`src/rtl/sram_rw_port_ctrl_if.sv`:
```
// Request/response bundle between a requester (cache/queue logic) and
// sram_rw_port_ctrl: a write channel, a read channel and a read-response
// channel, each with a valid/ready handshake.
interface sram_rw_port_ctrl_if #(
  parameter int ADDR_W = 12,
  parameter int DATA_W = 64
);
  logic              wr_valid;
  logic              wr_ready;
  logic [ADDR_W-1:0] wr_addr;
  logic [DATA_W-1:0] wr_data;
  logic              rd_valid;
  logic              rd_ready;
  logic [ADDR_W-1:0] rd_addr;
  logic              rsp_valid;
  logic              rsp_ready;
  logic [DATA_W-1:0] rsp_data;

  modport master (
    output wr_valid, wr_addr, wr_data, rd_valid, rd_addr, rsp_ready,
    input  wr_ready, rd_ready, rsp_valid, rsp_data
  );

  modport slave (
    input  wr_valid, wr_addr, wr_data, rd_valid, rd_addr, rsp_ready,
    output wr_ready, rd_ready, rsp_valid, rsp_data
  );
endinterface

```
`src/rtl/sram_rw_port_ctrl.sv`:
```
// sram_rw_port_ctrl: merges independent write and read request channels onto
// the single RW port of an RW0-style SRAM macro and returns read data through
// a small response FIFO with valid/ready backpressure.
// Read data is captured exactly one cycle after issue; a read is only issued
// when a FIFO slot is guaranteed, so the FIFO can never overflow.
// Optional macro SRAM_CTRL_INIT_EN: after reset, sweep the whole SRAM writing
// zero, one address per cycle, before accepting requests.
module sram_rw_port_ctrl #(
  parameter int ADDR_W    = 12,
  parameter int DATA_W    = 64,
  parameter int RSP_DEPTH = 2
) (
  input  logic               clock,
  input  logic               reset_n,
  sram_rw_port_ctrl_if.slave bus,
  output logic               init_done,
  output logic               sram_en,
  output logic               sram_wmode,
  output logic [ADDR_W-1:0]  sram_addr,
  output logic [DATA_W-1:0]  sram_wdata,
  input  logic [DATA_W-1:0]  sram_rdata
);

  localparam int PTR_W = (RSP_DEPTH > 1) ? $clog2(RSP_DEPTH) : 1;
  localparam int CNT_W = $clog2(RSP_DEPTH + 1);
  localparam int OCC_W = CNT_W + 1;
  localparam logic [PTR_W-1:0] PTR_LAST = PTR_W'(RSP_DEPTH - 1);

  // Which channel won the most recent tie; the other one wins the next tie.
  typedef enum logic { RR_WRITE = 1'b0, RR_READ = 1'b1 } rr_e;

  logic              init_write;
  logic [ADDR_W-1:0] init_addr;

`ifdef SRAM_CTRL_INIT_EN
  // Reset parks the sweep at its first address, so the first cycle after
  // reset release already writes address 0.
  typedef enum logic { S_INIT = 1'b0, S_DONE = 1'b1 } init_state_e;

  init_state_e       state_q, state_d;
  logic [ADDR_W-1:0] init_addr_q, init_addr_d;

  // Init sweep state register; a reset mid-sweep restarts at address 0.
  always_ff @(posedge clock) begin
    // NOTE: sequential state uses non-blocking assignments so every register
    // samples the pre-edge values regardless of block ordering.
    if (!reset_n) begin
      state_q     <= S_INIT;
      init_addr_q <= '0;
    end else begin
      state_q     <= state_d;
      init_addr_q <= init_addr_d;
    end
  end

  // Init sweep next state: one zero write per cycle up to the last address.
  always_comb begin
    state_d     = state_q;
    init_addr_d = init_addr_q;
    if (state_q == S_INIT) begin
      init_addr_d = init_addr_q + ADDR_W'(1);
      if (&init_addr_q) state_d = S_DONE;
    end
  end

  assign init_write = reset_n && (state_q == S_INIT);
  assign init_done  = reset_n && (state_q == S_DONE);
  assign init_addr  = init_addr_q;
`else
  assign init_write = 1'b0;
  assign init_done  = reset_n;
  assign init_addr  = '0;
`endif

  rr_e               rr_last_q;
  logic              inflight_q;
  logic [CNT_W-1:0]  count_q;
  logic [PTR_W-1:0]  wr_ptr_q, rd_ptr_q, rd_ptr_prev;
  logic [DATA_W-1:0] rsp_mem [RSP_DEPTH];

  logic             active, push, pop, rd_ok, tie, wr_win, rd_win;
  logic [OCC_W-1:0] occupancy;

  function automatic logic [PTR_W-1:0] ptr_inc(input logic [PTR_W-1:0] p);
    return (p == PTR_LAST) ? '0 : p + PTR_W'(1);
  endfunction

  // init_done already folds in reset_n, so nothing is granted in reset.
  assign active = init_done;
  assign push   = inflight_q;
  assign pop    = bus.rsp_valid && bus.rsp_ready;

  // Slots already committed (queued + in flight) minus the one leaving now.
  assign occupancy = OCC_W'(count_q) + OCC_W'(inflight_q) - OCC_W'(pop);
  assign rd_ok     = occupancy < OCC_W'(RSP_DEPTH);

  // Arbitration: single grant per cycle, round-robin only on a real tie.
  always_comb begin
    // NOTE: every combinational output gets a default first so no path
    // leaves it unassigned and no latch is inferred.
    tie    = 1'b0;
    wr_win = 1'b0;
    rd_win = 1'b0;
    if (active) begin
      tie = bus.wr_valid && bus.rd_valid && rd_ok;
      if (tie) begin
        if (rr_last_q == RR_READ) wr_win = 1'b1;
        else                      rd_win = 1'b1;
      end else if (bus.wr_valid) begin
        wr_win = 1'b1;
      end else if (bus.rd_valid && rd_ok) begin
        rd_win = 1'b1;
      end
    end
  end

  assign bus.wr_ready = active && !rd_win;
  assign bus.rd_ready = active && rd_ok && !wr_win;

  // SRAM port driven straight from the accepted request (or the init sweep).
  always_comb begin
    sram_en    = 1'b0;
    sram_wmode = 1'b0;
    sram_addr  = '0;
    sram_wdata = '0;
    if (init_write) begin
      sram_en    = 1'b1;
      sram_wmode = 1'b1;
      sram_addr  = init_addr;
    end else if (wr_win) begin
      sram_en    = 1'b1;
      sram_wmode = 1'b1;
      sram_addr  = bus.wr_addr;
      sram_wdata = bus.wr_data;
    end else if (rd_win) begin
      sram_en    = 1'b1;
      sram_addr  = bus.rd_addr;
    end
  end

  // Control state: tie tracking, in-flight read flag, FIFO pointers/count.
  always_ff @(posedge clock) begin
    if (!reset_n) begin
      rr_last_q  <= RR_READ;
      inflight_q <= 1'b0;
      count_q    <= '0;
      wr_ptr_q   <= '0;
      rd_ptr_q   <= '0;
    end else begin
      if (tie) rr_last_q <= wr_win ? RR_WRITE : RR_READ;
      inflight_q <= rd_win;
      if (push) wr_ptr_q <= ptr_inc(wr_ptr_q);
      if (pop)  rd_ptr_q <= ptr_inc(rd_ptr_q);
      count_q <= count_q + CNT_W'(push) - CNT_W'(pop);
    end
  end

  // Response storage: sram_rdata is sampled only in the cycle after a read.
  always_ff @(posedge clock) begin
    // NOTE: the data array is deliberately not reset; the count and pointers
    // decide what is valid, and resetting storage only costs logic.
    if (reset_n && push) rsp_mem[wr_ptr_q] <= sram_rdata;
  end

  // When empty the output keeps showing the entry most recently at the head.
  assign rd_ptr_prev   = (rd_ptr_q == '0) ? PTR_LAST : rd_ptr_q - PTR_W'(1);
  assign bus.rsp_valid = (count_q != '0);
  assign bus.rsp_data  = (count_q == '0) ? rsp_mem[rd_ptr_prev] : rsp_mem[rd_ptr_q];

endmodule

```
`src/flat_wrapper.sv`:
```
// flat-port wrapper written by rule: the top's interface ports become plain ports
module sram_rw_port_ctrl_flat 
#(
  parameter int ADDR_W    = 12,
  parameter int DATA_W    = 64,
  parameter int RSP_DEPTH = 2
)
  (clock, reset_n, init_done, sram_en, sram_wmode, sram_addr, sram_wdata, sram_rdata, bus_wr_valid, bus_wr_addr, bus_wr_data, bus_rd_valid, bus_rd_addr, bus_rsp_ready, bus_wr_ready, bus_rd_ready, bus_rsp_valid, bus_rsp_data);
  sram_rw_port_ctrl_if #(.ADDR_W(ADDR_W), .DATA_W(DATA_W)) bus_i ();
  input  logic clock;
  input  logic reset_n;
  output logic init_done;
  output logic sram_en;
  output logic sram_wmode;
  output logic [ADDR_W-1:0] sram_addr;
  output logic [DATA_W-1:0] sram_wdata;
  input  logic [DATA_W-1:0] sram_rdata;
  input wire logic [$bits(bus_i.wr_valid)-1:0] bus_wr_valid;
  input wire logic [$bits(bus_i.wr_addr)-1:0] bus_wr_addr;
  input wire logic [$bits(bus_i.wr_data)-1:0] bus_wr_data;
  input wire logic [$bits(bus_i.rd_valid)-1:0] bus_rd_valid;
  input wire logic [$bits(bus_i.rd_addr)-1:0] bus_rd_addr;
  input wire logic [$bits(bus_i.rsp_ready)-1:0] bus_rsp_ready;
  output wire logic [$bits(bus_i.wr_ready)-1:0] bus_wr_ready;
  output wire logic [$bits(bus_i.rd_ready)-1:0] bus_rd_ready;
  output wire logic [$bits(bus_i.rsp_valid)-1:0] bus_rsp_valid;
  output wire logic [$bits(bus_i.rsp_data)-1:0] bus_rsp_data;
  assign bus_i.wr_valid = bus_wr_valid;
  assign bus_i.wr_addr = bus_wr_addr;
  assign bus_i.wr_data = bus_wr_data;
  assign bus_i.rd_valid = bus_rd_valid;
  assign bus_i.rd_addr = bus_rd_addr;
  assign bus_i.rsp_ready = bus_rsp_ready;
  assign bus_wr_ready = bus_i.wr_ready;
  assign bus_rd_ready = bus_i.rd_ready;
  assign bus_rsp_valid = bus_i.rsp_valid;
  assign bus_rsp_data = bus_i.rsp_data;
  sram_rw_port_ctrl #(.ADDR_W(ADDR_W), .DATA_W(DATA_W), .RSP_DEPTH(RSP_DEPTH)) u_core (.clock(clock), .reset_n(reset_n), .bus(bus_i), .init_done(init_done), .sram_en(sram_en), .sram_wmode(sram_wmode), .sram_addr(sram_addr), .sram_wdata(sram_wdata), .sram_rdata(sram_rdata));
endmodule
```
`config.mk`:
```
export PLATFORM = sky130hd
export DESIGN_NAME = sram_rw_port_ctrl_flat
export DESIGN_NICKNAME = d
export VERILOG_FILES = /design/src/rtl/sram_rw_port_ctrl_if.sv /design/src/rtl/sram_rw_port_ctrl.sv /design/src/flat_wrapper.sv
export SDC_FILE = /design/constraint.sdc
export NUM_CORES = 1
export LEC_CHECK = 0
export ABC_AREA = 1
export CAP_MARGIN = 10
export CELL_PAD_IN_SITES_DETAIL_PLACEMENT = 0
export CELL_PAD_IN_SITES_GLOBAL_PLACEMENT = 2
export CORE_MARGIN = 2
export CORE_UTILIZATION = 24
export DETAILED_ROUTE_END_ITERATION = 10
export GPL_TIMING_DRIVEN = 0
export MAX_ROUTING_LAYER = met4
export PLACE_DENSITY_LB_ADDON = 0.1
export SYNTH_ARGS = -nofsm -noshare
export SYNTH_HDL_FRONTEND = slang
export SYNTH_SLANG_ARGS = --single-unit
```
`constraint.sdc`:
```
create_clock -name clock -period 8 [get_ports clock]
set_input_delay 1.6 -clock clock [delete_from_list [all_inputs] [get_ports clock]]
set_output_delay 1.6 -clock clock [all_outputs]
set_load 0.02 [all_outputs]
```
==> results.cfg, run 1 <==
[run_status]
outcome = complete, no violations

[placement]
hpwl_um = 18700
gp_congestion = 0.713
port_buffers = 301

[pwr]
vdd_ir_drop_max_mv = 0.130
power.density_nw_per_um2 = 279
power.static_leakage_uw = 0.00408
power.total_uw = 3040

[floorplan]
die_h_um = 171
pin_count = 303
dieWidth_um = 171
coreArea_um2 = 27700
fp-row-count = 61
start_util_pct = 24.3
die-area_um2 = 29400

[setup_path]
crit_path_max_fanout = 10
path_cells = clkdlybuf4s50_1 > inv_1 > nor2_2 > ha_1 > inv_1 > ha_1 > inv_1 > fa_1 > inv_1 > a21oi_2 > nand4_4 > clkbuf_1 > a21oi_1 > clkdlybuf4s50_1
cp.arrival_ps = 4990
r2r-start = u_core.count_q[1]$_SDFF_PN0_
required_ps = 6400
critical_path_class = in -> out
cp-end-kind = output port
crit_slowest_cell = clkdlybuf4s50_1
startpoint_type = input pin
worst-r2r-setup-slack_ps = 5050
cp_common_cell = inv_1
cpPeakStageDelay_ps = 660
worstSetupStartpoint = bus_rsp_ready

[detailed_routing]
ant_nets = 0
drtIter0Drc = 360
wl_um = 25100
num_vias = 6230
post-route-drc-count = 0
vias_per_cell = 4.31
dr.pass1.iters = 5
avgRoutedWirePerCell_um = 17.3

[cells_and_area]
regArea_um2 = 3980
drive_above_1_share_pct = 7.79
fin_nets = 1213
multiInputGateArea_um2 = 2160
fillers = 2797
area_growth_syn_to_layout_pct = 62.1

[sta]
min_period_over_period_pct = 82.4
setup_viol = 0
slew_viol_final = 0
fin_worst_skew_ps = 6.86
rsz0062_at_grt = no
finalHoldViolations = 0
period_needed_ps = 6590
slew_headroom_pct = 40.8
max_freq_mhz = 152
tns_ps = 0
worst_slew_pin_slew_ps = 886

[synthesis]
syn_area_per_cell_um2 = 9.27
ys_seq_area_share_pct = 59.3
synth_nets = 885
ys_types = 26
ys_ff_latch = 135
synth_edf_count = 128
syn_inst = 725
ys_warn_count = 0
synth_ff_type = edfxtp_1
synthArstFlopShare_pct = 0
syn_area_um2 = 6720

[grt]
grt_pass1_vias = 6131
grtUsageTotal_pct = 17.1
grt_max_degree = 29
antenna_found_initial = 1
grt_overflow = 0
grt_pass1_wl_um = 36300

[min_path]
hold_start = u_core.wr_ptr_q$_SDFFE_PN0P_
min_path_type = reg -> reg

[run]
max_cap_viol_count = 0

[cts]
cts-hold-fix-buffers = 0
cts.path.max_buffers = 2
postCtsResizedCells = 0
clock_latency_ps = 410
clockRootBuffer = clkbuf_16
cts_tree = done
cts.sink_count = 135
numCtsBuffers = 17
post-cts-setup-buffers = 0
path_clk_slew_ps = 60
cts.htree.levels = 4
-- logic make-up (layout without fill, tap and decap cells) --
kind of cell | after synthesis | after routing | share of synthesized area (%)
DFF | 135 | 135 | 59.3
AOI/OAI and AO/OA | 198 | 198 | 16.0
buffers and inverters | 135 | 476 | 8.78
adders and majority gates | 3 | 3 | 0.670
and+or+nand+nor | 254 | 254 | 15.3
other | 0 | 1 | 0
-- through the flow --
step | setup WS [ps] | std cells | area [µm²] | util [%] | hold WS (ps)
floorplan | 1230 | 725 | 6720 | - | 444
finish | 1410 | 1445 | 10900 | 39.3 | 461
CTS | 1380 | 1444 | 10900 | 39.3 | 465
global route | 1200 | 1445 | 10900 | 39.3 | 497
global placement | -2270 | 1404 | 10200 | 36.8 | 458
detailed placement | 1390 | 1412 | 10300 | 37.3 | 456
-- worst paths after layout --
| path | end | cells past startpoint |
|---|---|---|
| max reg2reg | u_core.rr_last_q$_SDFFE_PN1P_ | 13 |
| min | u_core.wr_ptr_q$_SDFFE_PN0P_ | 2 |
| min reg2reg | u_core.wr_ptr_q$_SDFFE_PN0P_ | 2 |
| max | bus_rd_ready | 14 |
-- routing by layer --
metal	global-route usage (%)	vias up	share of wire, %	wire, µm
met5	-	-	0	0
met4	4.20	0	1.2	289
met3	3.57	19	4.6	1150
met2	28.5	158	51	12900
met1	21.2	2904	43	10700
li1	-	3149	-	-
-- cell usage in the layout, fill, tap and decap left out, types with 4 or more instances in the layout --
cell and n:
clkdlybuf4s50_1 301, nor2_1 195, edfxtp_1 128, o21ai_0 123, inv_1 77, o22ai_1 64, nand2_1 25, nand3_1 25
clkbuf_1 22, buf_2 21, clkbuf_16 17, buf_6 11, dfxtp_1 7, o21ai_1 6, inv_2 4, a21oi_1 4
clkinvlp_4 4
-- critical path, delay by kind of cell --
| family | cells | cell delay [ps] |
|---|---|---|
| AO/OA/AOI/OAI | 2 | 380 |
| adder cells (fa/ha/maj) | 3 | 910 |
| buffers and inverters | 7 | 1730 |
| AND/OR/NAND/NOR | 2 | 350 |
-- power by group --
| part | switching [µW] | total [µW] | internal [µW] |
|---|---|---|---|
| logic | 853 | 1460 | 609 |
| registers | 19.6 | 841 | 821 |
| clock network | 305 | 734 | 429 |
| total | 1180 | 3040 | 1860 |
-- final cells by class --
| class | count | share of cell area, % |
|---|---|---|
| antenna | 1 | 0.0230 |
| buffer | 53 | 2.59 |
| clock buffer | 18 | 3.94 |
| clock inverter | 14 | 1.16 |
| inverter | 82 | 2.82 |
| multi-input combinational | 455 | 19.8 |
| sequential | 135 | 36.6 |
| tap | 378 | 4.34 |
| timing repair buffer | 309 | 28.7 |
-- cells in the mapped netlist, types with 2 or more instances --
library cell | count | share of area (%)
inv_1 | 77 | 4.3
o22ai_1 | 64 | 6.0
dfxtp_1 | 7 | 2.1
nand2_2 | 3 | 0.28
nor2_1 | 196 | 11
nor2_2 | 2 | 0.19
buf_6 | 6 | 1.0
nand2_1 | 25 | 1.4
ha_1 | 2 | 0.37
o21ai_1 | 6 | 0.45
inv_2 | 4 | 0.22
a21oi_1 | 4 | 0.30
buf_2 | 21 | 1.6
o21ai_0 | 123 | 9.2
buf_4 | 3 | 0.33
clkbuf_1 | 21 | 1.2
nand3_1 | 25 | 1.9
edfxtp_1 | 128 | 57
-- flip-flops by register name (all words and copies together), names as in the netlist, named ones only --
name	cells
u_core.rr_last_q	1
u_core.wr_ptr_q	1
u_core.rsp_mem	128
u_core.count_q	2
u_core.inflight_q	1
u_core.rd_ptr_q	1
Power figures use the tool's default switching activity.
==> inputs of run 2 (changes only) <==
--- a/config.mk
+++ b/config.mk
@@ -10,7 +10,7 @@
 export CELL_PAD_IN_SITES_DETAIL_PLACEMENT = 0
 export CELL_PAD_IN_SITES_GLOBAL_PLACEMENT = 2
 export CORE_MARGIN = 2
-export CORE_UTILIZATION = 24
+export CORE_UTILIZATION = 21
 export DETAILED_ROUTE_END_ITERATION = 10
 export GPL_TIMING_DRIVEN = 0
 export MAX_ROUTING_LAYER = met4
==> constraint.sdc (replaced) <==
create_clock -name clock -period 5.9 [get_ports clock]
set_input_delay 1.18 -clock clock [delete_from_list [all_inputs] [get_ports clock]]
set_output_delay 1.18 -clock clock [all_outputs]
set_load 0.02 [all_outputs]
==> run 2 against run 1 <==
Against the previous run: worst hold slack better by 19 ps; highest routed layer unchanged; utilization fell by 4.6 points; die area up 14%; final area rose by 0.60%; combinational power grew 36%; non-clock buffer count is 2 lower; clock power rose by 43%.
==> results.cfg, run 2 (synthesis gave the netlist of run 1 again) <==
[placement]
gp_congestion = 0.734
hpwl_um = 18800
port_buffers = 301

[sta]
fin_worst_skew_ps = 7.84
slew_headroom_pct = 54.7
max_freq_mhz = 180
setup_viol = 0
worst_slew_pin_slew_ps = 677
min_period_over_period_pct = 93.9
period_needed_ps = 5540
slew_viol_final = 0
rsz0062_at_grt = no
finalHoldViolations = 0

[grt]
grt_overflow = 0
grt_pass1_vias = 6000
antenna_found_initial = 0
grt_pass1_wl_um = 36900
grt_max_degree = 29
grtUsageTotal_pct = 15.2

[detailed_routing]
wl_um = 25700
vias_per_cell = 4.27
avgRoutedWirePerCell_um = 17.5
drtIter0Drc = 318
dr.pass1.iters = 6
post-route-drc-count = 0
num_vias = 6266
ant_nets = 0

[cells_and_area]
area_growth_syn_to_layout_pct = 63.1
final_common_cell = clkdlybuf4s50_1
final_cell_mix = clkdlybuf4s50_1 (301), nor2_1 (195), edfxtp_1 (128), o21ai_0 (123), inv_1 (77)
antenna_cells = 0
drive_above_1_share_pct = 7.61
largest_reg_flops = 128
fin_nets = 1211
fillers = 3221
finalCoreUtilization_pct = 34.7
top_regs = u_core.rsp_mem: 128 flops, u_core.count_q: 2 flops
regMostFlops = u_core.rsp_mem

[setup_path]
critical_path_class = in -> out
required_ps = 4720
worstSetupStartpoint = bus_rsp_ready
cp-end-kind = output port
worst-r2r-setup-slack_ps = 3060
cp.arrival_ps = 4360
r2r-start = u_core.count_q[1]$_SDFF_PN0_
startpoint_type = input pin
crit_path_max_fanout = 10

[floorplan]
fp-row-count = 65
dieWidth_um = 183
coreArea_um2 = 31600
start_util_pct = 21.3
die-area_um2 = 33500
pin_count = 303
die_h_um = 183

[pwr]
power.total_uw = 4180
power.density_nw_per_um2 = 381
power.static_leakage_uw = 0.00410
vdd_ir_drop_max_mv = 0.159

[cts]
cts.path.max_buffers = 2
cts.htree.levels = 4
path_clk_slew_ps = 60
post-cts-setup-buffers = 0
numCtsBuffers = 17
clock_latency_ps = 410
cts.sink_count = 135
cts_tree = done
clockRootBuffer = clkbuf_16
postCtsResizedCells = 0
cts-hold-fix-buffers = 0

[min_path]
min_path_type = reg -> reg
hold_start = u_core.wr_ptr_q$_SDFFE_PN0P_

[run]
max_cap_viol_count = 0

[run_status]
outcome = complete, no violations
[run 2: changes by cell type in the layout (fill, tap and decap cells not counted)]
cell / previous run / this run
buf_16: 1 / 2
buf_12: 1 / 2
buf_8: 1 / 2
bufinv_16: 1 / 2
nor3_2: 1 / 0
clkinv_2: 2 / 1
buf_6: 11 / 6
clkinv_1: 2 / 1
diode_2: 1 / 0
clkbuf_1: 22 / 23
nor3_4: 1 / 2
[run 2: stage by stage]
step / setup TNS, ps / instances / hold slack (ps) / worst slack, ps / area (µm²)
2_1_floorplan: 0 / 725 / 444 / 1270 / 6730
3_3_place_gp: -126640 / 1428 / 457 / -1230 / 10200
3_5_place_dp: 0 / 1434 / 467 / 317 / 10400
4_1_cts: 0 / 1466 / 476 / 309 / 11000
5_1_grt: 0 / 1466 / 509 / 89.0 / 11000
6_report: 0 / 1466 / 480 / 359 / 11000
[run 2: path summary, 6_finish.rpt]
| kind | end | cells after the start |
|---|---|---|
| max | bus_rd_ready | 14 |
| min | u_core.wr_ptr_q$_SDFFE_PN0P_ | 2 |
| max reg2reg | u_core.rr_last_q$_SDFFE_PN1P_ | 13 |
| min reg2reg | u_core.wr_ptr_q$_SDFFE_PN0P_ | 2 |
[run 2: area by class of cell]
type | count | area [µm²] | area share, %
multi-input cells | 455 | 2170 | 19.8
flip-flops and latches | 135 | 3980 | 36.3
well taps | 402 | 503 | 4.59
plain buffers | 53 | 283 | 2.58
clock inverters | 13 | 148 | 1.35
repair buffers | 307 | 3140 | 28.6
clock buffers | 19 | 433 | 3.95
inverters | 82 | 308 | 2.81
[run 2: report_power, final]
| part | switching, µW | leakage (µW) | internal (µW) |
|---|---|---|---|
| Combinational | 1160 | 0.00262 | 825 |
| Sequential | 27.5 | 0.00121 | 1110 |
| Clock | 419 | 0.000271 | 627 |
| Total | 1610 | 0.00410 | 2560 |
[run 2: routing by layer]
layer | track usage (%) | part of all wire (%) | wire length [µm] | up-vias
met1 | 18.4 | 42 | 10800 | 2944
met2 | 26.5 | 53 | 13700 | 174
met5 | - | 0 | 0 | -
met3 | 2.82 | 4.4 | 1130 | 11
met4 | 2.98 | 0.48 | 123 | 0
li1 | - | - | - | 3137
[run 2: critical path, cell delays in order]
cell and delay, ps:
clkdlybuf4s50_1 450, inv_1 40, nor2_2 160, ha_1 250, inv_1 60, ha_1 130, inv_1 50, fa_1 520
inv_1 100, a21oi_2 160, nand4_4 140, clkbuf_1 270, a21oi_1 180, clkdlybuf4s50_1 650
==> inputs of run 3 (changes only) <==
--- a/config.mk
+++ b/config.mk
@@ -5,12 +5,11 @@
 export SDC_FILE = /design/constraint.sdc
 export NUM_CORES = 1
 export LEC_CHECK = 0
-export ABC_AREA = 1
 export CAP_MARGIN = 10
 export CELL_PAD_IN_SITES_DETAIL_PLACEMENT = 0
 export CELL_PAD_IN_SITES_GLOBAL_PLACEMENT = 2
 export CORE_MARGIN = 2
-export CORE_UTILIZATION = 21
+export CORE_UTILIZATION = 22
 export DETAILED_ROUTE_END_ITERATION = 10
 export GPL_TIMING_DRIVEN = 0
 export MAX_ROUTING_LAYER = met4
==> run 3 against run 2 <==
Against the previous run: clock skew down 2.7 ps; sequential share of layout area is 4.0 points higher; sequential power barely moved; sequential cell count unchanged; routed wire length shrank 35%; final area fell by 10%; utilization rose by 4.5 points; critical path type unchanged; highest routed layer unchanged.
==> results.cfg, run 3 <==
[detailed_routing]
route.met2.wl_um = 8590
avgRoutedWirePerCell_um = 16.3
post-route-drc-count = 0
ant_nets = 0
met3_length_um = 1820
wl_met1_um = 6160
wl_um = 16800
top_layer_used = met4
drtIter0Drc = 188
vias_per_cell = 3.96
dr.pass1.iters = 4
num_vias = 4060

[cells_and_area]
final_cell_mix = clkdlybuf4s50_1 (301), edfxtp_1 (128), and2_1 (68), mux2_2 (59), nand2_1 (26)
stdcell_count = 1026
fin_nets = 842
finalCoreUtilization_pct = 39.2
fin_area_um2 = 9870
regMostFlops = u_core.rsp_mem
top_regs = u_core.rsp_mem: 128 flops, u_core.count_q: 2 flops
drive_above_1_share_pct = 15.5
largest_reg_flops = 128
area_growth_syn_to_layout_pct = 74.7
final_common_cell = clkdlybuf4s50_1

[sta]
min_period_over_period_pct = 97.3
tns_ps = 0
finalHoldViolations = 0
setup_viol = 0
period_needed_ps = 5740
slew_viol_final = 0
slew_headroom_pct = 57.6
worst_slew_pin_slew_ps = 633
fin_worst_skew_ps = 5.11
max_freq_mhz = 174
rsz0062_at_grt = yes

[cts]
cts.htree.levels = 4
path_clk_slew_ps = 60
postCtsResizedCells = 0
cts.sink_count = 135
clockRootBuffer = clkbuf_16
cts-hold-fix-buffers = 0
cts.path.max_buffers = 2
cts_tree = done
numCtsBuffers = 17
clock_latency_ps = 410
post-cts-setup-buffers = 0

[pwr]
power.total_uw = 4230
power.density_nw_per_um2 = 428
p_seq_share_pct = 27.1
p_sw_share_pct = 32.0
netSwitchingPower_uw = 1350
p_int_uw = 2880
clkPwrFrac_pct = 27.2
comb_power_share_pct = 45.8
power.static_leakage_uw = 0.00339
vdd_ir_drop_max_mv = 0.178

[floorplan]
pin_count = 303
coreArea_um2 = 25200
start_util_pct = 22.4
dieWidth_um = 164
die_h_um = 164
die-area_um2 = 27000
fp-row-count = 58

[setup_path]
cpPeakStageDelay_ps = 640
crit_slowest_cell = clkdlybuf4s50_1
ff2ff_path_depth = 10
startpoint_type = input pin
crit_family = buffers and inverters
cp.arrival_ps = 4560
critical_path_class = in -> out
required_ps = 4720
path_cells = clkdlybuf4s50_1 > o21a_1 > ha_1 > inv_1 > ha_1 > inv_1 > fa_1 > xor2_1 > o31a_1 > clkbuf_2 > clkbuf_1 > and2_1 > clkdlybuf4s50_1
path_buf_inv = 6
r2r-start = u_core.count_q[1]$_SDFF_PN0_
worst-r2r-setup-slack_ps = 3210
regToRegEndpoint = u_core.inflight_q$_SDFF_PN0_
crit_path_max_fanout = 10
cp-end-kind = output port

[synthesis]
syn_inst = 357
synth_mux_area_share_pct = 12.8
ys_seq_area_share_pct = 70.5
ys_warn_count = 0
synth_edf_count = 128
synth_compound_area_share_pct = 2.28
syn_area_per_cell_um2 = 15.8
synth_top_area_share_pct = 68.0
yosys.area_share.simple_pct = 10.5
yosysTopAreaCell = edfxtp_1
synth.most_common_cell = edfxtp_1
yosys-top-cells-area = edfxtp_1 (68%), mux2_2 (12%), and2_1 (7.5%), dfxtp_1 (2.5%), nand2_1 (1.7%)
ys_top_cells_by_count = edfxtp_1 (128), and2_1 (68), mux2_2 (59)
synth_ff_type = edfxtp_1
synthArstFlopShare_pct = 0
ys_types = 29
synth_xor_area_share_pct = 0.620
synth_top_family_by_area = multiplexers
syn_area_um2 = 5650
synth_fa_ha_area_share_pct = 0.797
synth_nets = 517
ys_ff_latch = 135

[run_status]
outcome = complete, no violations

[grt]
grt_overflow = 0
grt_pass1_vias = 4392
grt_max_degree = 42
grtUsageTotal_pct = 12.6
grt_pass1_wl_um = 24000
antenna_found_initial = 1

[min_path]
min_path_type = reg -> reg
holdPathStages = 2
hold_start = u_core.inflight_q$_SDFF_PN0_
holdPathEnd = u_core.wr_ptr_q$_SDFFE_PN0P_

[placement]
dpl.cell_count = 993
hpwl_um = 13100
dpl_cell_area_um2 = 9220
gp_congestion = 0.830
port_buffers = 301

[run]
max_cap_viol_count = 0
run 3: worst min-delay path: stages, from the launching register on:
cell	delay, ps
dfxtp_1	360
xnor2_1	80
nor2_1	70
run 3: worst max path at each step:
stage | from | to | cells past startpoint
2_1_floorplan | bus_rsp_ready | sram_wdata[54] | 10
3_3_place_gp | reset_n | u_core.rsp_mem[0][16]$_DFFE_PP_ | 3
3_5_place_dp | bus_rsp_ready | sram_wdata[7] | 13
4_1_cts | bus_rsp_ready | sram_wdata[7] | 13
5_1_grt | bus_rsp_ready | sram_wdata[14] | 13
6_report | bus_rsp_ready | sram_wdata[26] | 13
run 3: area by class of cell:
class | count | area (µm²)
fill | 2420 | 15300
timing repair buffer | 306 | 3140
clock buffer | 18 | 429
antenna | 1 | 2.50
tap | 330 | 413
clock inverter | 14 | 220
inverter | 5 | 18.8
buffer | 19 | 124
sequential | 135 | 3980
multi-input combinational | 198 | 1540
run 3: through the flow:
step	hold slack, ps	setup slack (ps)
CTS	551	61.2
floorplan	490	1440
global placement	507	-422
global route	585	-78.5
detailed placement	529	75.9
finish	548	158
run 3: power by group through the flow:
stage	Clock, µW	Sequential (µW)	Combinational (µW)
4_1_cts	1180	1150	1980
5_1_grt	1230	1150	2070
2_1_floorplan	0	1160	1100
3_3_place_gp	0	1170	1950
6_report	1150	1140	1930
3_5_place_dp	0	1170	1970
run 3: routing by layer:
layer	track usage, %	vias to the layer above
met5	-	-
met4	4.19	0
met3	6.24	11
met2	21.3	197
met1	12.7	1892
li1	-	1960
run 3: kinds of logic after synthesis:
| family | Yosys count |
|---|---|
| compound gates | 18 |
| mux | 64 |
| simple gates | 109 |
| fa+ha+maj | 3 |
| xor+xnor | 4 |
| flops | 135 |
| buf+inv | 24 |
